$ cat src/rtl/float_normalizer_pkg.sv
`default_nettype none
// ============================================================================
// Module      : float_normalizer_pkg
// Description : Shared FPU definitions: rounding-mode encoding used by the
//               rounder and normalizer, and the normalizer state encoding.
// Revision    : 1.0 - initial release
// ============================================================================
package float_normalizer_pkg;

    typedef enum logic [2:0] {
        RNE = 3'd0,   // round to nearest, ties to even
        RTZ = 3'd1,   // round toward zero
        RDN = 3'd2,   // round toward -inf
        RUP = 3'd3,   // round toward +inf
        RMM = 3'd4    // round to nearest, ties away
    } round_mode_t;

    typedef enum logic [1:0] {
        IDLE  = 2'd0,
        SHIFT = 2'd1,
        DONE  = 2'd2
    } norm_state_t;

endpackage : float_normalizer_pkg
`default_nettype wire

$ cat src/rtl/float_norm_step.sv
`default_nettype none
// ============================================================================
// Module      : float_norm_step
// Description : One normalization step (combinational). Decides the single
//               action for this cycle in priority order: zero, right shift on
//               carry, already normal, subnormal clamp, or left shift.
// Ports       : i_sig/i_exp   current significand and exponent
//               o_sig/o_exp   updated significand and exponent
//               o_done        action finishes normalization
//               o_zero/o_sub/o_ovf  result flags raised by this step
// Revision    : 1.0 - initial release
// ============================================================================
module float_norm_step #(
    parameter int N = 4,
    parameter int E = 8
) (
    input  logic [N+2:0] i_sig,
    input  logic [E-1:0] i_exp,
    output logic [N+2:0] o_sig,
    output logic [E-1:0] o_exp,
    output logic         o_done,
    output logic         o_zero,
    output logic         o_sub,
    output logic         o_ovf
);
    localparam int W = N + 3;
    localparam logic [E-1:0] c_ONE = {{(E-1){1'b0}}, 1'b1};

    logic [E-1:0] w_exp_inc;
    logic [E-1:0] w_exp_dec;

    assign w_exp_inc = i_exp + c_ONE;
    assign w_exp_dec = i_exp - c_ONE;

    always_comb begin
        o_sig  = i_sig;
        o_exp  = i_exp;
        o_done = 1'b0;
        o_zero = 1'b0;
        o_sub  = 1'b0;
        o_ovf  = 1'b0;
        if (i_sig == '0) begin
            o_zero = 1'b1;
            o_exp  = '0;
            o_done = 1'b1;
        end else if (i_sig[W-1]) begin
            // Carry out: shift right, folding the old guard into sticky so
            // no discarded nonzero bit is lost for rounding.
            o_sig  = {1'b0, i_sig[W-1:2], i_sig[1] | i_sig[0]};
            o_exp  = w_exp_inc;
            o_ovf  = (w_exp_inc == '1);
            o_done = 1'b1;
        end else if (i_sig[W-2]) begin
            o_done = 1'b1;
        end else if (i_exp <= c_ONE) begin
            // Cannot shift further left without going below the minimum
            // exponent: leave the significand denormal.
            o_sub  = 1'b1;
            o_exp  = '0;
            o_done = 1'b1;
        end else begin
            o_sig = {i_sig[W-2:0], 1'b0};
            o_exp = w_exp_dec;
        end
    end

endmodule : float_norm_step
`default_nettype wire

$ cat src/rtl/float_normalizer.sv
`default_nettype none
// ============================================================================
// Module      : float_normalizer
// Description : Multi-cycle post-arithmetic normalizer feeding the rounder.
//               Accepts an unnormalized significand with carry/guard/sticky,
//               shifts it one bit per cycle to the normal position (or clamps
//               at the subnormal boundary) and presents the result with a
//               valid/ready handshake. One operation in flight at a time.
// Ports       : clock, reset            clock, synchronous active-high reset
//               in_valid/in_ready       input handshake
//               sign_in, exp_in, sig_in, round_mode_in   input payload
//               out_valid/out_ready     output handshake
//               sign, A, sticky, exp_out, round_mode     output payload
//               subnormal, zero, overflow                result flags
// Revision    : 1.0 - initial release
// ============================================================================
module float_normalizer
    import float_normalizer_pkg::*;
#(
    parameter int N = 4,
    parameter int E = 8
) (
    input  logic         clock,
    input  logic         reset,
    input  logic         in_valid,
    output logic         in_ready,
    input  logic         sign_in,
    input  logic [E-1:0] exp_in,
    input  logic [N+2:0] sig_in,
    input  round_mode_t  round_mode_in,
    output logic         out_valid,
    input  logic         out_ready,
    output logic         sign,
    output logic [N-1:0] A,
    output logic [1:0]   sticky,
    output logic [E-1:0] exp_out,
    output round_mode_t  round_mode,
    output logic         subnormal,
    output logic         zero,
    output logic         overflow
);
    localparam int W = N + 3;
    localparam logic [E-1:0] c_ONE = {{(E-1){1'b0}}, 1'b1};

    norm_state_t  r_state;
    norm_state_t  w_state_nxt;

    logic [W-1:0] r_sig;
    logic [E-1:0] r_exp;
    logic         r_sign;
    round_mode_t  r_rm;
    logic         r_sub;
    logic         r_zero;
    logic         r_ovf;

    logic [W-1:0] w_sig;
    logic [E-1:0] w_exp;
    logic         w_done;
    logic         w_zero;
    logic         w_sub;
    logic         w_ovf;

    float_norm_step #(
        .N (N),
        .E (E)
    ) u_step (
        .i_sig  (r_sig),
        .i_exp  (r_exp),
        .o_sig  (w_sig),
        .o_exp  (w_exp),
        .o_done (w_done),
        .o_zero (w_zero),
        .o_sub  (w_sub),
        .o_ovf  (w_ovf)
    );

    // State register
    always_ff @(posedge clock) begin
        if (reset) begin
            r_state <= IDLE;
        end else begin
            r_state <= w_state_nxt;
        end
    end

    // Next state and handshake outputs
    always_comb begin
        w_state_nxt = r_state;
        in_ready    = 1'b0;
        out_valid   = 1'b0;
        case (r_state)
            IDLE: begin
                in_ready = 1'b1;
                if (in_valid) begin
                    w_state_nxt = SHIFT;
                end
            end
            SHIFT: begin
                if (w_done) begin
                    w_state_nxt = DONE;
                end
            end
            DONE: begin
                out_valid = 1'b1;
                if (out_ready) begin
                    w_state_nxt = IDLE;
                end
            end
            default: begin
                w_state_nxt = IDLE;
            end
        endcase
    end

    // Payload registers
    always_ff @(posedge clock) begin
        if (reset) begin
            r_sig  <= '0;
            r_exp  <= '0;
            r_sign <= 1'b0;
            r_rm   <= RNE;
            r_sub  <= 1'b0;
            r_zero <= 1'b0;
            r_ovf  <= 1'b0;
        end else begin
            case (r_state)
                IDLE: begin
                    if (in_valid) begin
                        r_sig  <= sig_in;
                        // Exponent 0 encodes subnormals, whose scale is that
                        // of exponent 1.
                        r_exp  <= (exp_in == '0) ? c_ONE : exp_in;
                        r_sign <= sign_in;
                        r_rm   <= round_mode_in;
                        r_sub  <= 1'b0;
                        r_zero <= 1'b0;
                        r_ovf  <= 1'b0;
                    end
                end
                SHIFT: begin
                    r_sig  <= w_sig;
                    r_exp  <= w_exp;
                    r_sub  <= w_sub;
                    r_zero <= w_zero;
                    r_ovf  <= w_ovf;
                end
                default: begin
                end
            endcase
        end
    end

    assign sign       = r_sign;
    assign A          = r_sig[W-2:2];
    assign sticky     = r_sig[1:0];
    assign exp_out    = r_exp;
    assign round_mode = r_rm;
    assign subnormal  = r_sub;
    assign zero       = r_zero;
    assign overflow   = r_ovf;

endmodule : float_normalizer
`default_nettype wire
$ cat config.mk
export PLATFORM = sky130hd
export DESIGN_NAME = float_normalizer
export DESIGN_NICKNAME = d
export VERILOG_FILES = /design/src/rtl/float_normalizer_pkg.sv /design/src/rtl/float_norm_step.sv /design/src/rtl/float_normalizer.sv
export SDC_FILE = /design/constraint.sdc
export NUM_CORES = 1
export LEC_CHECK = 0
export CAP_MARGIN = 10
export CORE_MARGIN = 3
export CORE_UTILIZATION = 52
export DETAILED_ROUTE_END_ITERATION = 7
export GPL_TIMING_DRIVEN = 1
export PLACE_DENSITY = 0.95
export SKIP_LAST_GASP = 1
export SLEW_MARGIN = 30
export SYNTH_ARGS = -nofsm -noshare
export SYNTH_HDL_FRONTEND = slang
export SYNTH_SLANG_ARGS = --single-unit
export TNS_END_PERCENT = 1
$ cat constraint.sdc
create_clock -name clock -period 3.8 [get_ports clock]
set_input_delay 0.57 -clock clock [delete_from_list [all_inputs] [get_ports clock]]
set_output_delay 0.57 -clock clock [all_outputs]
set_load 0.02 [all_outputs]
==> results.py, run 1 <==
metrics = {
    "timing": {
        "layout_setup_ws_ns": 1.295,
        "tightest_slew_ns": 0.8667,
        "rsz0062_at_grt": "no",
        "holdWs_ns": 0.4706,
        "fin_skew_ns": 0.005483,
        "relSlewSlack_pct": 42.10,
        "fmax_mhz": 399.1,
        "setup_viol": 0,
        "period_needed_ns": 2.505,
        "hold_viol_final": 0,
        "fin_crit_sh_pct": 65.93,
        "final.setup.tns_ns": 0,
        "drv_slew": 0,
    },
    "synthesis": {
        "yosys.area_share.adder_pct": 2.996,
        "synthMuxAreaShare_pct": 2.996,
        "synth_edf_count": 0,
        "synthArstFlopShare_pct": 0,
        "synth_xor_area_share_pct": 4.195,
        "synth-compound-area-share_pct": 23.07,
        "synthSimpleGateAreaFrac_pct": 30.41,
        "synth_top_family_by_area": "simple AND/OR/NAND/NOR gates",
        "ys_ff_latch": 24,
        "synth_area_um2": 1670,
        "synth_cells": 218,
        "syn_avg_cell_area_um2": 7.662,
        "yosys_warnings": 0,
        "synth_nets": 245,
        "ys_seq_area_share_pct": 28.76,
        "ys_dominant_reg_cell": "dfxtp_1",
        "synthDistinctLibCells": 50,
    },
    "critical_path": {
        "crit_type": "reg2reg",
        "startpoint": "exp_out[0]$_SDFFE_PP0P_",
        "reg2regPathDepth": 6,
        "critPathArrivalTime_ns": 2.75,
        "cp_slowest_cell": "dfxtp_1",
        "cp-start-kind": "flop",
        "endpoint": "exp_out[7]$_SDFFE_PP0P_",
        "r2r_start": "exp_out[0]$_SDFFE_PP0P_",
        "crit_chain": "inv_1, ha_1, or2_2, and3_2, or4_1, a311oi_2",
        "r2r_end": "exp_out[7]$_SDFFE_PP0P_",
        "crit_fanout": 11,
        "max_stage_delay_ns": 0.57,
        "regToRegSetupSlack_ns": 1.29,
        "critPathCaptureType": "flop",
        "critPathRequiredTime_ns": 4.05,
    },
    "drt": {
        "drt-total-wl_um": 4635,
        "wl_per_cell_um": 16.15,
        "drc_errors": 0,
        "drtIter0Drc": 156,
        "via_count": 1780,
        "ant_nets": 0,
        "dr.pass1.iters": 4,
        "via_per_inst": 6.202,
    },
    "outcome": {
        "status": "completed",
    },
    "power_and_ir_drop": {
        "seqPwrFrac_pct": 38.0,
        "ir_worst_vdd_v": 0.0002761,
        "p_sw_share_pct": 39.12,
        "combinationalPowerShare_pct": 41.7,
        "p_switching_uw": 362.1,
        "internal_power_uw": 563.5,
        "power_frac_clock_pct": 20.3,
        "total_power_uw": 925.6,
        "p_per_area_nw_per_um2": 438.0,
        "p_leak_nw": 0.7782,
    },
    "cts": {
        "cts_sinks": 24,
        "cts_inserted_buffers": 3,
        "hold_buffers": 0,
        "path_clk_slew_ns": 0.14,
        "clock_path_buffers": 2,
        "htree_num_levels": 1,
        "post_cts_buffers": 0,
        "cts_resized": 0,
        "cts_tree": "yes",
        "root_buffer": "clkbuf_4",
        "insertion_delay_ns": 0.32,
    },
    "cells_and_area": {
        "fillers": 241,
        "drive_gt1_share_pct": 4.490,
        "syn_to_final_growth_pct": 26.52,
        "nNetsFinal": 273,
        "final_cell_mix": "clkdlybuf4s50_1, nor2_1, dfxtp_1",
        "final_common_cell": "clkdlybuf4s50_1",
        "fin_cells": 287,
        "num_antenna_cells": 0,
    },
    "floorplan": {
        "coreArea_um2": 2900,
        "io_pins": 46,
        "initial_core_util_pct": 57.59,
        "rows": 19,
        "fp.dieH_um": 62.68,
        "dieArea_um2": 3928,
        "die_w_um": 62.68,
    },
    "global_routing": {
        "grt_pass1_vias": 1676,
        "antenna_found_initial": 0,
        "overflow": 0,
        "grt_max_degree": 28,
        "grt_pass1_wl_um": 7928,
        "grt_util_all_layers_pct": 24.37,
    },
    "placed_design": {
        "pre_cts_ws_ns": 1.171,
        "hpwlAfterDp_um": 3304,
        "post-place-cells": 283,
        "gp_congestion": 0.8788,
        "io_buffers": 45,
    },
    "min_path": {
        "min_path_type": "reg2reg",
    },
    "run": {
        "timing.max_cap.violations": 0,
    },
}
## Yosys cell counts (all sizes together) (4+ instances only)
| master | instances | area share (%) |
|---|---|---|
| dfxtp | 24 | 29 |
| ha | 4 | 3.0 |
| o31ai | 4 | 1.8 |
| o21ai | 7 | 2.3 |
| mux2i | 5 | 3.0 |
| a311oi | 5 | 3.0 |
| nor4 | 4 | 2.4 |
| and3 | 6 | 2.3 |
| a221o | 4 | 2.4 |
| a21oi | 14 | 4.2 |
| nor2 | 26 | 5.8 |
| xnor2 | 5 | 2.6 |
| nand3b | 4 | 1.8 |
| nand2 | 19 | 4.3 |
| a31oi | 5 | 1.9 |
| buf | 10 | 3.7 |
| nand3 | 12 | 3.6 |
| clkbuf | 12 | 2.7 |
| inv | 5 | 1.1 |
## metrics by stage
stage	instance area [um^2]	util (%)
CTS	2118	73.04
floorplan	1670	-
global placement	2066	71.23
finish	2113	72.86
detailed placement	2066	71.23
global route	2113	72.86
## critical path: cells and delay by family, from the launching register on
kind	cells	cell delay, ns
fa+ha+maj	1	0.30
compound gates	1	0.24
flops	1	0.57
buf+inv	1	0.18
simple gates	3	1.15
## flip-flops by register name (all words and copies together), names as in the netlist
register / flops
round_mode: 3
subnormal: 1
r_state: 2
overflow: 1
r_sig: 7
zero: 1
exp_out: 8
sign: 1
## cells by family after synthesis
logic type | Yosys count
adder cells (fa/ha/maj) | 4
buffers and inverters | 27
multiplexers | 5
flip-flops | 24
AO/OA/AOI/OAI | 54
AND/OR/NAND/NOR | 96
XOR/XNOR | 8
## area by class of cell
cell class	instances	area, um^2	area share, %
multi-input combinational	167	1064	50.33
sequential	24	480.5	22.74
timing repair buffer	45	445.4	21.08
tap	42	52.55	2.487
clock inverter	1	30.03	1.421
clock buffer	3	22.52	1.066
inverter	5	18.77	0.8881
## worst min path at each step
stage	from	to	slack, ns	cells after the start
3_3_place_gp	sign$_SDFFE_PP0P_	sign$_SDFFE_PP0P_	0.45	2
4_1_cts	sign$_SDFFE_PP0P_	sign$_SDFFE_PP0P_	0.48	2
3_5_place_dp	sign$_SDFFE_PP0P_	sign$_SDFFE_PP0P_	0.46	2
5_1_grt	round_mode[0]$_SDFFE_PP0P_	round_mode[0]$_SDFFE_PP0P_	0.50	2
2_1_floorplan	r_sig[4]$_SDFFE_PP0P_	r_sig[5]$_SDFFE_PP0P_	0.49	2
6_report	sign$_SDFFE_PP0P_	sign$_SDFFE_PP0P_	0.47	2
## layer usage
metal / global-route usage, % / routed length (um) / vias to the layer above
li1: - / - / 855
met1: 32.56 / 1948 / 827
met2: 39.41 / 2171 / 90
met3: 5.216 / 454 / 8
met4: 6.887 / 61 / 0
met5: 0 / 0 / -
## power by group through the flow
stage	combinational (mW)	sequential, mW	clock (mW)
after floorplan	0.271	0.340	0
after global placement	0.375	0.353	0
after detailed placement	0.382	0.356	0
after CTS	0.384	0.350	0.187
after global routing	0.419	0.360	0.196
final	0.386	0.352	0.188
No activity file was read; power rests on OpenSTA's default activity.
==> inputs of run 2 (changes only) <==
--- a/config.mk
+++ b/config.mk
@@ -7,10 +7,10 @@
 export LEC_CHECK = 0
 export CAP_MARGIN = 10
 export CORE_MARGIN = 3
-export CORE_UTILIZATION = 52
+export CORE_UTILIZATION = 43
 export DETAILED_ROUTE_END_ITERATION = 7
 export GPL_TIMING_DRIVEN = 1
-export PLACE_DENSITY = 0.95
+export PLACE_DENSITY = 0.86
 export SKIP_LAST_GASP = 1
 export SLEW_MARGIN = 30
 export SYNTH_ARGS = -nofsm -noshare
==> constraint.sdc (replaced) <==
create_clock -name clock -period 2.1 [get_ports clock]
set_input_delay 0.315 -clock clock [delete_from_list [all_inputs] [get_ports clock]]
set_output_delay 0.315 -clock clock [all_outputs]
set_load 0.02 [all_outputs]
==> run 2 against run 1 <==
Non-clock buffer count grew 18; global-route usage down 3.8 points; maximum frequency up 22%; first-iteration DRC count fell by 13%; combinational power increased by 120%; die area grew 19%; clock power up 44%; final cell count rose by 8.4%; setup slack worse by 1.2 ns; highest routed layer unchanged.
==> results.py, run 2 (synthesized netlist as in run 1, its figures left out) <==
metrics = {
    "critical_path": {
        "critPathArrivalTime_ns": 2.23,
        "crit_type": "reg2reg",
        "crit_fanout": 11,
        "critPathRequiredTime_ns": 2.28,
        "critPathCaptureType": "flop",
        "r2r_start": "exp_out[0]$_SDFFE_PP0P_",
        "r2r_end": "exp_out[7]$_SDFFE_PP0P_",
        "cp-start-kind": "flop",
        "regToRegSetupSlack_ns": 0.05,
        "reg2regPathDepth": 6,
    },
    "power_and_ir_drop": {
        "p_sw_share_pct": 39.14,
        "power_frac_clock_pct": 16.0,
        "ir_worst_vdd_v": 0.0005624,
        "p_leak_nw": 0.8628,
        "p_switching_uw": 661.4,
        "internal_power_mw": 1.028,
        "total_power_mw": 1.690,
        "combinationalPowerShare_pct": 49.3,
        "seqPwrFrac_pct": 34.7,
        "p_per_area_nw_per_um2": 746.1,
    },
    "cts": {
        "path_clk_slew_ns": 0.08,
        "clock_path_buffers": 2,
        "hold_buffers": 0,
        "cts_inserted_buffers": 3,
        "cts_resized": 0,
        "root_buffer": "clkbuf_8",
        "htree_num_levels": 1,
        "post_cts_buffers": 0,
        "cts_sinks": 24,
        "cts_tree": "yes",
        "insertion_delay_ns": 0.26,
    },
    "placed_design": {
        "gp_congestion": 0.9457,
        "hpwlAfterDp_um": 3476,
        "post-place-cells": 307,
        "io_buffers": 45,
    },
    "drt": {
        "ant_nets": 0,
        "drtIter0Drc": 136,
        "drt-total-wl_um": 4539,
        "via_per_inst": 5.830,
        "via_count": 1813,
        "dr.pass1.iters": 4,
        "drc_errors": 0,
        "wl_per_cell_um": 14.59,
    },
    "floorplan": {
        "rows": 22,
        "die_w_um": 68.33,
        "dieArea_um2": 4668,
        "io_pins": 46,
        "coreArea_um2": 3716,
        "initial_core_util_pct": 44.95,
        "fp.dieH_um": 68.33,
    },
    "min_path": {
        "holdPathEnd": "round_mode[0]$_SDFFE_PP0P_",
        "min_path_type": "reg2reg",
        "worstHoldStart": "round_mode[0]$_SDFFE_PP0P_",
        "whs_path_depth": 2,
    },
    "run": {
        "timing.max_cap.violations": 0,
    },
    "timing": {
        "fin_crit_sh_pct": 97.49,
        "fmax_mhz": 488.5,
        "final.setup.tns_ns": 0,
        "relSlewSlack_pct": 69.28,
        "rsz0062_at_grt": "yes",
        "hold_viol_final": 0,
        "holdWs_ns": 0.4621,
        "drv_slew": 0,
        "fin_skew_ns": 0.001492,
        "tightest_slew_ns": 0.4574,
        "setup_viol": 0,
        "period_needed_ns": 2.047,
    },
    "cells_and_area": {
        "fin_util_pct": 60.94,
        "drive_gt1_share_pct": 11.79,
        "final_common_cell": "clkdlybuf4s50_1",
        "nNetsFinal": 291,
        "syn_to_final_growth_pct": 35.58,
        "fin_cells": 311,
        "final_cell_mix": "clkdlybuf4s50_1, nor2_1, dfxtp_1",
        "num_antenna_cells": 0,
        "largest_reg_flops": 8,
    },
    "global_routing": {
        "overflow": 0,
        "grt_pass1_vias": 1601,
        "grt_max_degree": 21,
        "grt_util_all_layers_pct": 20.59,
        "grt_pass1_wl_um": 7403,
        "antenna_found_initial": 0,
    },
    "outcome": {
        "status": "completed",
    },
}
run 2: changes by cell type in the layout (fill, tap and decap cells not counted), moves of 2 or more:
cell	previous run	this run
clkbuf_8	0	3
dfxtp_1	24	22
clkbuf_4	3	0
dfxtp_4	0	2
buf_4	0	18
run 2: stage by stage:
| step | setup WS, ns | instance area, um^2 |
|---|---|---|
| 6_report | 0.05274 | 2265 |
| 5_1_grt | -0.03220 | 2265 |
| 4_1_cts | 0.05919 | 2263 |
| 3_5_place_dp | 0.07246 | 2218 |
| 3_3_place_gp | 0.1318 | 2218 |
| 2_1_floorplan | 0.03144 | 1680 |
run 2: worst max path at each step:
stage	start	endpoint	slack [ns]	depth (start not counted)
5_1_grt	exp_out[0]$_SDFFE_PP0P_	exp_out[7]$_SDFFE_PP0P_	-0.03	6
3_5_place_dp	exp_out[0]$_SDFFE_PP0P_	exp_out[7]$_SDFFE_PP0P_	0.07	6
6_report	exp_out[0]$_SDFFE_PP0P_	exp_out[7]$_SDFFE_PP0P_	0.05	6
3_3_place_gp	exp_out[0]$_SDFFE_PP0P_	exp_out[7]$_SDFFE_PP0P_	0.13	6
2_1_floorplan	exp_out[0]$_SDFFE_PP0P_	exp_out[7]$_SDFFE_PP0P_	0.03	6
4_1_cts	exp_out[0]$_SDFFE_PP0P_	exp_out[7]$_SDFFE_PP0P_	0.06	6
run 2: layout make-up:
class	count	area, um^2
Clock buffer	3	41.29
Clock inverter	1	3.754
Fill cell	325	1451
Inverter	5	18.77
Multi-Input combinational cell	167	1067
Sequential cell	24	488.0
Tap cell	48	60.06
Timing Repair Buffer	63	585.6
run 2: per-layer routing:
metal	routed length, um	track usage, %	share of wire [%]
met4	64	4.963	1.4
met2	2061	31.65	45
met5	0	0	0
met3	401	5.747	8.8
met1	2012	28.32	44
run 2: power by group through the flow:
stage	registers, mW	clock network [mW]	logic, mW
after global routing	0.597	0.297	0.906
after floorplan	0.617	0	0.493
final	0.586	0.270	0.833
after CTS	0.586	0.283	0.825
after detailed placement	0.596	0	0.821
after global placement	0.594	0	0.809
run 2: worst max-delay path, stage by stage, from the launching register on:
cell	delay [ns]
dfxtp_4	0.41
inv_2	0.07
ha_2	0.18
or2_2	0.30
and3_2	0.24
or4_1	0.52
a311oi_2	0.24
==> inputs of run 3 (changes only) <==
--- a/config.mk
+++ b/config.mk
@@ -12,7 +12,7 @@
 export GPL_TIMING_DRIVEN = 1
 export PLACE_DENSITY = 0.86
 export SKIP_LAST_GASP = 1
-export SLEW_MARGIN = 30
+export SLEW_MARGIN = 20
 export SYNTH_ARGS = -nofsm -noshare
 export SYNTH_HDL_FRONTEND = slang
 export SYNTH_SLANG_ARGS = --single-unit
==> results of run 3 <==
No change in the layout: final DEF, timing and power equal those of run 2.
